<file path="src/rtl/ewrapper_rx_pkg.sv">
// ewrapper_rx_pkg: shared types and constants for the eLink receive deserializer.
package ewrapper_rx_pkg;

    typedef enum logic [2:0] {
        ST_IDLE   = 3'd0,
        ST_SEARCH = 3'd1,
        ST_SETTLE = 3'd2,
        ST_LOCKED = 3'd3,
        ST_FAIL   = 3'd4
    } rx_state_t;

    // Wide enough for any RATIO up to 16; the top slices what it needs.
    localparam logic [15:0] DEFAULT_FRAME_PATTERN = 16'h00F0;

    // Width of the bit-offset field for a given word size.
    function automatic int offset_width(input int ratio);
        return (ratio > 1) ? $clog2(ratio) : 1;
    endfunction

endpackage

</file>
<file path="src/rtl/ewrapper_rx_lane_shift.sv">
// ewrapper_rx_lane_shift: per-lane bit history plus slip-offset window select.
module ewrapper_rx_lane_shift
    import ewrapper_rx_pkg::*;
#(
    parameter int RATIO = 8
) (
    input  logic                             clk_in,
    input  logic                             rst_n,
    input  logic                             bit_first,
    input  logic                             bit_second,
    input  logic [offset_width(RATIO)-1:0]   offset,
    output logic [RATIO-1:0]                 word
);

    logic [2*RATIO-1:0] hist;

    // Shift one bit pair in per cycle; the older bit lands above the newer one.
    always_ff @(posedge clk_in or negedge rst_n) begin
        if (!rst_n) begin
            hist <= '0;
        end else begin
            hist <= {hist[2*RATIO-3:0], bit_first, bit_second};
        end
    end

    // Window whose newest bit sits offset bits behind the newest captured bit.
    assign word = hist[offset +: RATIO];

endmodule

</file>
<file path="src/rtl/ewrapper_io_rx_deser.sv">
// ewrapper_io_rx_deser: fast-clock eLink receive deserializer with manual bit
// slip and automatic frame-pattern alignment.
// Optional build macro RX_POLARITY_INVERT_EN: capture ~DATA_ODD as the first
// bit and ~DATA_EVEN as the second (swapped differential pairs).
//
// state  | meaning
// IDLE   | free running, manual slips honoured
// SEARCH | compare frame lane word per valid, slip on mismatch
// SETTLE | drop one word produced across a slip, then search again
// LOCKED | frame pattern seen MATCH_COUNT times in a row
// FAIL   | every offset tried without lock
module ewrapper_io_rx_deser
    import ewrapper_rx_pkg::*;
#(
    parameter int               LANES         = 9,
    parameter int               RATIO         = 8,
    parameter int               FRAME_LANE    = 8,
    parameter logic [RATIO-1:0] FRAME_PATTERN = DEFAULT_FRAME_PATTERN[RATIO-1:0],
    parameter int               MATCH_COUNT   = 4
) (
    input  logic                             CLK_IN,
    input  logic                             RESET_N,
    input  logic [LANES-1:0]                 DATA_EVEN,
    input  logic [LANES-1:0]                 DATA_ODD,
    input  logic                             BITSLIP,
    input  logic                             ALIGN_START,
    output logic [LANES*RATIO-1:0]           DATA_OUT,
    output logic                             DATA_VALID,
    output logic                             ALIGNED,
    output logic                             ALIGN_FAIL,
    output logic [offset_width(RATIO)-1:0]   SLIP_OFFSET
);

    localparam int OFF_W = offset_width(RATIO);
    localparam int HALF  = RATIO / 2;
    localparam int PH_W  = (HALF > 1) ? $clog2(HALF) : 1;
    localparam int MC_W  = 4;
    localparam int TRY_W = $clog2(RATIO + 1);

    logic [LANES-1:0]       cap_first;
    logic [LANES-1:0]       cap_second;
    logic [LANES*RATIO-1:0] window_flat;
    logic [PH_W-1:0]        phase_q;
    logic                   last_phase;
    logic                   bitslip_q;
    logic                   slip_edge;
    logic [RATIO-1:0]       frame_word;
    logic                   frame_hit;

    rx_state_t              state_q, state_d;
    logic [MC_W-1:0]        match_q, match_d;
    logic [TRY_W-1:0]       try_q, try_d;
    logic [OFF_W-1:0]       offset_q, offset_d, offset_inc;

    // Register the IDDR pair, fixing bit order and polarity on the way in.
    always_ff @(posedge CLK_IN or negedge RESET_N) begin
        if (!RESET_N) begin
            cap_first  <= '0;
            cap_second <= '0;
        end else begin
`ifdef RX_POLARITY_INVERT_EN
            cap_first  <= ~DATA_ODD;
            cap_second <= ~DATA_EVEN;
`else
            cap_first  <= DATA_EVEN;
            cap_second <= DATA_ODD;
`endif
        end
    end

    for (genvar l = 0; l < LANES; l++) begin : g_lane
        ewrapper_rx_lane_shift #(
            .RATIO (RATIO)
        ) u_shift (
            .clk_in     (CLK_IN),
            .rst_n      (RESET_N),
            .bit_first  (cap_first[l]),
            .bit_second (cap_second[l]),
            .offset     (offset_q),
            .word       (window_flat[l*RATIO +: RATIO])
        );
    end

    assign last_phase = (phase_q == PH_W'(HALF - 1));

    // Free-running word phase; never stalls for alignment.
    always_ff @(posedge CLK_IN or negedge RESET_N) begin
        if (!RESET_N) begin
            phase_q <= '0;
        end else begin
            phase_q <= last_phase ? '0 : phase_q + PH_W'(1);
        end
    end

    // Latch the selected windows once per word and strobe valid.
    always_ff @(posedge CLK_IN or negedge RESET_N) begin
        if (!RESET_N) begin
            DATA_OUT   <= '0;
            DATA_VALID <= 1'b0;
        end else begin
            DATA_VALID <= last_phase;
            if (last_phase) begin
                DATA_OUT <= window_flat;
            end
        end
    end

    assign slip_edge  = BITSLIP & ~bitslip_q;
    assign frame_word = DATA_OUT[FRAME_LANE*RATIO +: RATIO];
    assign frame_hit  = (frame_word == FRAME_PATTERN);
    assign offset_inc = (offset_q == OFF_W'(RATIO - 1)) ? '0 : offset_q + OFF_W'(1);

    // Alignment state, counters, slip offset and bitslip edge history.
    always_ff @(posedge CLK_IN or negedge RESET_N) begin
        if (!RESET_N) begin
            state_q   <= ST_IDLE;
            match_q   <= '0;
            try_q     <= '0;
            offset_q  <= '0;
            bitslip_q <= 1'b0;
        end else begin
            state_q   <= state_d;
            match_q   <= match_d;
            try_q     <= try_d;
            offset_q  <= offset_d;
            bitslip_q <= BITSLIP;
        end
    end

    // Next-state logic; ALIGN_START overrides everything including a slip edge.
    always_comb begin
        state_d  = state_q;
        match_d  = match_q;
        try_d    = try_q;
        offset_d = offset_q;
        if (ALIGN_START) begin
            state_d = ST_SEARCH;
            match_d = '0;
            try_d   = '0;
        end else begin
            case (state_q)
                ST_IDLE: begin
                    if (slip_edge) offset_d = offset_inc;
                end
                ST_SEARCH: begin
                    if (DATA_VALID) begin
                        if (frame_hit) begin
                            match_d = match_q + MC_W'(1);
                            if (match_q == MC_W'(MATCH_COUNT - 1)) state_d = ST_LOCKED;
                        end else begin
                            match_d  = '0;
                            offset_d = offset_inc;
                            try_d    = try_q + TRY_W'(1);
                            state_d  = (try_q == TRY_W'(RATIO - 1)) ? ST_FAIL : ST_SETTLE;
                        end
                    end
                end
                ST_SETTLE: begin
                    if (DATA_VALID) state_d = ST_SEARCH;
                end
                ST_LOCKED: begin
                    if (slip_edge) begin
                        offset_d = offset_inc;
                        state_d  = ST_IDLE;
                    end
                end
                ST_FAIL: begin
                    if (slip_edge) offset_d = offset_inc;
                end
                default: state_d = ST_IDLE;
            endcase
        end
    end

    assign ALIGNED     = (state_q == ST_LOCKED);
    assign ALIGN_FAIL  = (state_q == ST_FAIL);
    assign SLIP_OFFSET = offset_q;

endmodule

</file>
<file path="config.mk">
export PLATFORM = sky130hd
export DESIGN_NAME = ewrapper_io_rx_deser
export DESIGN_NICKNAME = d
export VERILOG_FILES = /design/src/rtl/ewrapper_rx_pkg.sv /design/src/rtl/ewrapper_rx_lane_shift.sv /design/src/rtl/ewrapper_io_rx_deser.sv
export SDC_FILE = /design/constraint.sdc
export NUM_CORES = 1
export LEC_CHECK = 0
export CORE_UTILIZATION = 50
export DETAILED_ROUTE_END_ITERATION = 16
export PLACE_DENSITY = 0.71
export SLEW_MARGIN = 20
export SYNTH_ARGS = -nofsm -noshare
export SYNTH_HDL_FRONTEND = slang
export SYNTH_SLANG_ARGS = --single-unit
</file>
<file path="constraint.sdc">
create_clock -name CLK_IN -period 2.95 [get_ports CLK_IN]
set_clock_uncertainty 0.2 [all_clocks]
set_input_delay 0.59 -clock CLK_IN [delete_from_list [all_inputs] [get_ports CLK_IN]]
set_output_delay 0.59 -clock CLK_IN [all_outputs]
set_load 0.03 [all_outputs]
</file>
# Word level (Yosys, flattened, before mapping)

Index checks and enable logic that the tools add are counted.

Flip-flop bits (word level): 252
Input bits: 22
Output and inout bits: 78

Add/sub/neg operators: 4
Equality and inequality tests: 18
Shift-type cells: 9
Mux-type cells: 22
Bitwise gates (word level): 3
Reduce and logical (&&, ||, !) cells: 10

Operator list:

| operator              | count |
|---|---|
| $shiftx A16 B4 Y8     | 9 |
| $mux W3               | 11 |
| $mux W4               | 8 |
| $pmux W3 S4           | 1 |
| $reduce_and A5 Y1     | 2 |
| $add A4 B1 Y4 const B | 2 |
| $eq A8 B8 Y1 const B  | 1 |
| $eq A3 B2 Y1 const B  | 2 |
| $eq A3 B3 Y1 const B  | 2 |
| $ne A2 B2 Y1 const B  | 3 |
| $ne A3 B3 Y1 const B  | 2 |
| $pmux W3 S2           | 1 |
| $reduce_bool A2 Y1    | 3 |
| $eq A4 B2 Y1 const B  | 1 |
| $eq A4 B3 Y1 const B  | 1 |
| $ne A2 B1 Y1 const B  | 2 |
| $ne A4 B4 Y1 const B  | 1 |
| $add A3 B1 Y3 const B | 1 |
| $eq A3 B1 Y1 const B  | 1 |
| $logic_not A3 Y1      | 1 |
| $ne A3 B2 Y1 const B  | 1 |
| $reduce_and A3 Y1     | 1 |
| $reduce_or A3 Y1      | 1 |
| $add A2 B1 Y2 const B | 1 |
| 6 further kinds       | 7 |

# Longest topological paths before layout

Gate-level depths: netlist of the first run.

Depth in word-level cells: 6
Mapped depth: 5

# Cells and area by module

Synthesis of the first run repeated with hierarchy kept, for this count alone.

Cells, all modules: 591
Area total of the unflattened synthesis: 10560.1 sq um

Modules (own cells, without submodules):

| module                 | times used | cells each | area an instance (sq um) | seq. area each (sq um) |
|---|---|---|---|---|
| ewrapper_rx_lane_shift | 9          | 36         | 716.9                    | 375.4 |
| ewrapper_io_rx_deser   | 1          | 267        | 4107.7                   | 2702.6 |

# Worst setup path before layout of the first run

No wires, ideal clock.

Kind: register to register
From: register DATA_OUT[65]
To: register offset_q[0], in the netlist SLIP_OFFSET[0]
Setup time: 0.125 ns
Arrival: 1.864 ns
Required time: 2.625 ns
Slack: 0.761 ns
Stages on the path, launching flop included: 6
Path buffers: 1
Period minus slack after synthesis: 2.189 ns
Cell sequence: dfrtp_1 -> or4_4 -> buf_6 -> o31ai_2 -> o21bai_4 -> mux2_4

Cells in the longest elaborated chain, start to end: 3

RTL lines:

| item                               | RTL line                    | text |
|---|---|---|
| start: declaration                 | ewrapper_io_rx_deser.sv:27  | `output logic [LANES*RATIO-1:0] DATA_OUT,` |
| start signal: assignment           | ewrapper_io_rx_deser.sv:103 | `DATA_OUT <= window_flat;` |
| $eq A8 B8 Y1                       | ewrapper_io_rx_deser.sv:110 | `assign frame_hit = (frame_word == FRAME_PATTERN);` |
| $ne A2 B2 Y1 (no source line)      | --                          |  |
| $reduce_and A5 Y1 (no source line) | --                          |  |
| end signal: assignment             | ewrapper_io_rx_deser.sv:125 | `offset_q <= offset_d;` |
| end: declaration                   | ewrapper_io_rx_deser.sv:53  | `logic [OFF_W-1:0] offset_q, offset_d, offset_inc;` |

Every way passes these cells.
A chain may end at the register's enable or synchronous reset.

# Worst setup path after layout of the first run

From: register state_q[0]
To: output ALIGNED

Cells in the longest elaborated chain, start to end: 1

RTL lines:

| item                     | RTL line                    | text |
|---|---|---|
| start: declaration       | ewrapper_io_rx_deser.sv:50  | `rx_state_t state_q, state_d;` |
| start signal: assignment | ewrapper_io_rx_deser.sv:122 | `state_q <= state_d;` |
| $eq A3 B2 Y1             | ewrapper_io_rx_deser.sv:175 | `assign ALIGNED = (state_q == ST_LOCKED);` |
| end: declaration         | ewrapper_io_rx_deser.sv:29  | `output logic ALIGNED,` |

Every way passes these cells.

==> results_dict.tcl, run 1 <==
set metrics [dict create \
    status "finished, final reports clean" \
    slew_headroom_pct 35.0 \
    hp-start "cap_second[6]$_DFF_PN0_" \
    synth.distinct_cells 42 \
    routed_via_density 5.67 \
    syn_inst 708 \
    start_util_pct 51.2 \
    highest_layer "met4" \
    yosysSeqAreaShare_pct 58.5 \
    core_region_area_sq_mm 0.0203 \
    clk_pin_slew_worst_paths_ns 0.06 \
    maxCapViolCount 0 \
    cp.required_ns 2.16 \
    met3_length_um 792 \
    wl_met2_mm 9.49 \
    worstSkewPairLatency_ns 0.51 \
    numCtsBuffers 26 \
    num_io_pins 100 \
    tightest_slew_ns 0.975 \
    post_drt_wl_per_cell_um 17.7 \
    grt_max_degree 88 \
    fp.dieH_um 146 \
    synth_warnings 0 \
    diodes 0 \
    holdPathEnd "g_lane[6].u_shift.hist[0]$_DFF_PN0_" \
    synth_top_area_cell "dfrtp_1" \
    r2r_setup_slack_ns 0.74 \
    drt_pass1_iterations 4 \
    numClockSinks 243 \
    htree_num_levels 1 \
    gp_congestion 0.838 \
    ir_drop_v 0.000760 \
    die_x_um 146 \
    period_needed_ns 2.77 \
    cts_root_buffer "clkbuf_16" \
    layout_setup_ws_ns 0.180 \
    cp_max_fo 11 \
    rr_worst_depth 4 \
    rsz0062_at_grt "no" \
    critPathLaunch "state_q[0]$_DFFE_PN0P_" \
    wl_met1_mm 8.74 \
    setup_tns_ns 0 \
    cts-hold-fix-buffers 1 \
    synth.top_cell.area_share_pct 58.5 \
    whs_ns 0.146 \
    slew_viol_final 0 \
    crit-reg2reg-launch "SLIP_OFFSET[0]$_DFFE_PN0P_" \
    ant_nets 0 \
    antenna_found_initial 0 \
    cts_setup_buffers 0 \
    portBuffers 99 \
    p_leak_nw 5.52 \
    rows 52 \
    cts_resized 0 \
    drive_gt1_share_pct 17.9 \
    hold_viol_final 0 \
    fillers 1532 \
    end_kind "primary output" \
    grt_pass1_vias 6495 \
    overflow 0 \
    r2r-end "DATA_OUT[15]$_DFFE_PN0P_" \
    arrival_ns 1.98 \
    setup_violations 0 \
    critPathLaunchType "flip-flop" \
    syn_to_final_growth_pct 21.9 \
    syn_area_sq_mm 0.0104 \
    setup.worst_path.class "reg -> out" \
    ys_ff_latch 243 \
    preCtsSetupSlack_ns 0.348 \
    hpwl_mm 12.8 \
    synth_area_leaders "dfrtp_1 (58%), mux4_2 (16%), mux2i_1 (12%), a21oi_1 (3.6%), nor2_1 (3.0%)" \
    grt_usage_pct 19.0 \
    vias 6187 \
    layout.nets 830 \
    tritoncts "yes" \
    grt_pass1_wl_mm 33.1 \
    drc 0 \
    clockBufferDepth 3 \
    dieArea_sq_mm 0.0214 \
    hold_depth 0 \
    min_path_type "reg -> reg" \
    finalWirelength_mm 19.4 \
    syn_avg_cell_area_sq_um 14.7 \
    fmax_mhz 361 \
    p_per_area_mw_per_mm2 1120 \
    drt_first_iter_violations 345 \
    period_share_pct 93.9 \
    postSynthNetCount 735 \
]
-- sequential cells by signal, indices dropped and copies added, names as in the netlist, 2 cells and up --
name	flops
DATA_OUT	72
SLIP_OFFSET	3
cap_first	9
cap_second	9
g_lane.u_shift.hist	135
match_q	4
phase_q	2
state_q	3
try_q	4
-- worst max-delay path: stages (launching register included) --
cell	delay, ns
dfrtp_1	0.54
nand3b_1	0.19
inv_1	0.08
clkdlybuf4s50_1	0.67
-- worst max path at each step --
| stage | to | slack, ns | depth (start not counted) |
|---|---|---|---|
| after floorplan | SLIP_OFFSET[0]$_DFFE_PN0P_ | 0.76 | 5 |
| after global placement | state_q[1]$_DFFE_PN0P_ | 0.49 | 5 |
| after detailed placement | state_q[1]$_DFFE_PN0P_ | 0.35 | 5 |
| after CTS | ALIGNED | 0.16 | 3 |
| after global routing | ALIGNED | 0.07 | 3 |
| final | ALIGNED | 0.18 | 3 |
-- metrics by stage --
stage | utilization (%) | area (sq um) | total power [mW] | std cells
3_5_place_dp | 57.7 | 11700 | 10.8 | 1044
6_report | 62.4 | 12700 | 14.2 | 1092
5_1_grt | 62.4 | 12700 | 15.0 | 1092
4_1_cts | 62.4 | 12700 | 14.4 | 1092
2_1_floorplan | - | 10400 | 8.94 | 708
3_3_place_gp | 57.7 | 11700 | 10.7 | 1044
-- logic make-up after synthesis --
family                   after synthesis  share of synthesized area, %
AND/OR/NAND/NOR                      109                          4.77
flip-flops                           243                          58.5
multiplexers                         205                          28.6
adder cells (fa/ha/maj)                5                         0.602
XOR/XNOR                               4                         0.337
AO/OA/AOI/OAI                         88                          4.65
buffers and inverters                 54                          2.61
-- metal layers --
metal  vias to the layer above  GRT usage, %
met5                         -             0
met4                         0          4.58
met3                        32          2.84
met2                       142          30.9
met1                      3203          27.2
li1                       2810             -
-- synthesized netlist by cell type --
cell,instances
nand3b_1,3
o22ai_1,1
o21ai_1,4
mux2_1,1
buf_2,10
or3b_2,1
or3b_1,1
xor2_1,3
nand4_1,1
buf_4,13
nor3_2,1
nor4_1,1
nor2_2,1
xnor2_1,1
dfrtp_1,243
and3_1,1
o31a_1,1
or4_4,1
nand3_1,1
nand2_1,2
mux2i_1,129
o211ai_1,2
a22oi_1,1
mux4_2,72
nor4bb_1,1
or4b_1,1
a41o_1,1
nor3_1,3
o21bai_4,1
a21oi_1,75
mux2_4,3
nor2_1,84
inv_1,4
o31ai_2,1
nand4bb_1,1
nor3b_1,2
ha_1,5
buf_6,1
or4_1,1
a221oi_1,1
clkbuf_1,26
nor2b_1,2
-- where the power goes --
group	switching (mW)	total, mW	internal (mW)
logic	3.19	6.24	3.06
clock network	1.26	3.51	2.25
registers	0.492	4.48	3.99
total	4.94	14.2	9.30
-- placed cells by master (no fill, tap or decap), types with 2 or more instances in the layout --
cell and n:
dfrtp_4 2, bufinv_16 5, mux4_2 72, dfrtp_1 240, nor3_1 3, ha_1 4, clkbuf_16 27, o21ai_1 4
buf_12 7, nor2_1 84, xor2_1 3, nand3b_1 3, clkbuf_1 3, clkinv_2 5, mux2_4 3, nand2_1 2
mux2i_1 129, clkdlybuf4s50_1 98, nor2b_1 2, clkbuf_8 6, o211ai_1 2, buf_4 10, nor3b_1 2, inv_1 4
a21oi_1 75
-- final cells by class --
class	count	area, sq um	share of cell area, %
clock buffer	36	769	6.07
clock inverter	11	184	1.45
inverter	4	15.0	0.118
multi-input combinational	411	4060	32.0
sequential	243	6090	48.0
tap	270	338	2.67
timing repair buffer	117	1220	9.63
Note: power is estimated with default switching activity, not from simulation.
==> inputs of run 2 (changes only) <==
- CAP_MARGIN: unset -> 20
==> results of run 2 <==
No change in the layout: final DEF, timing and power equal those of run 1.
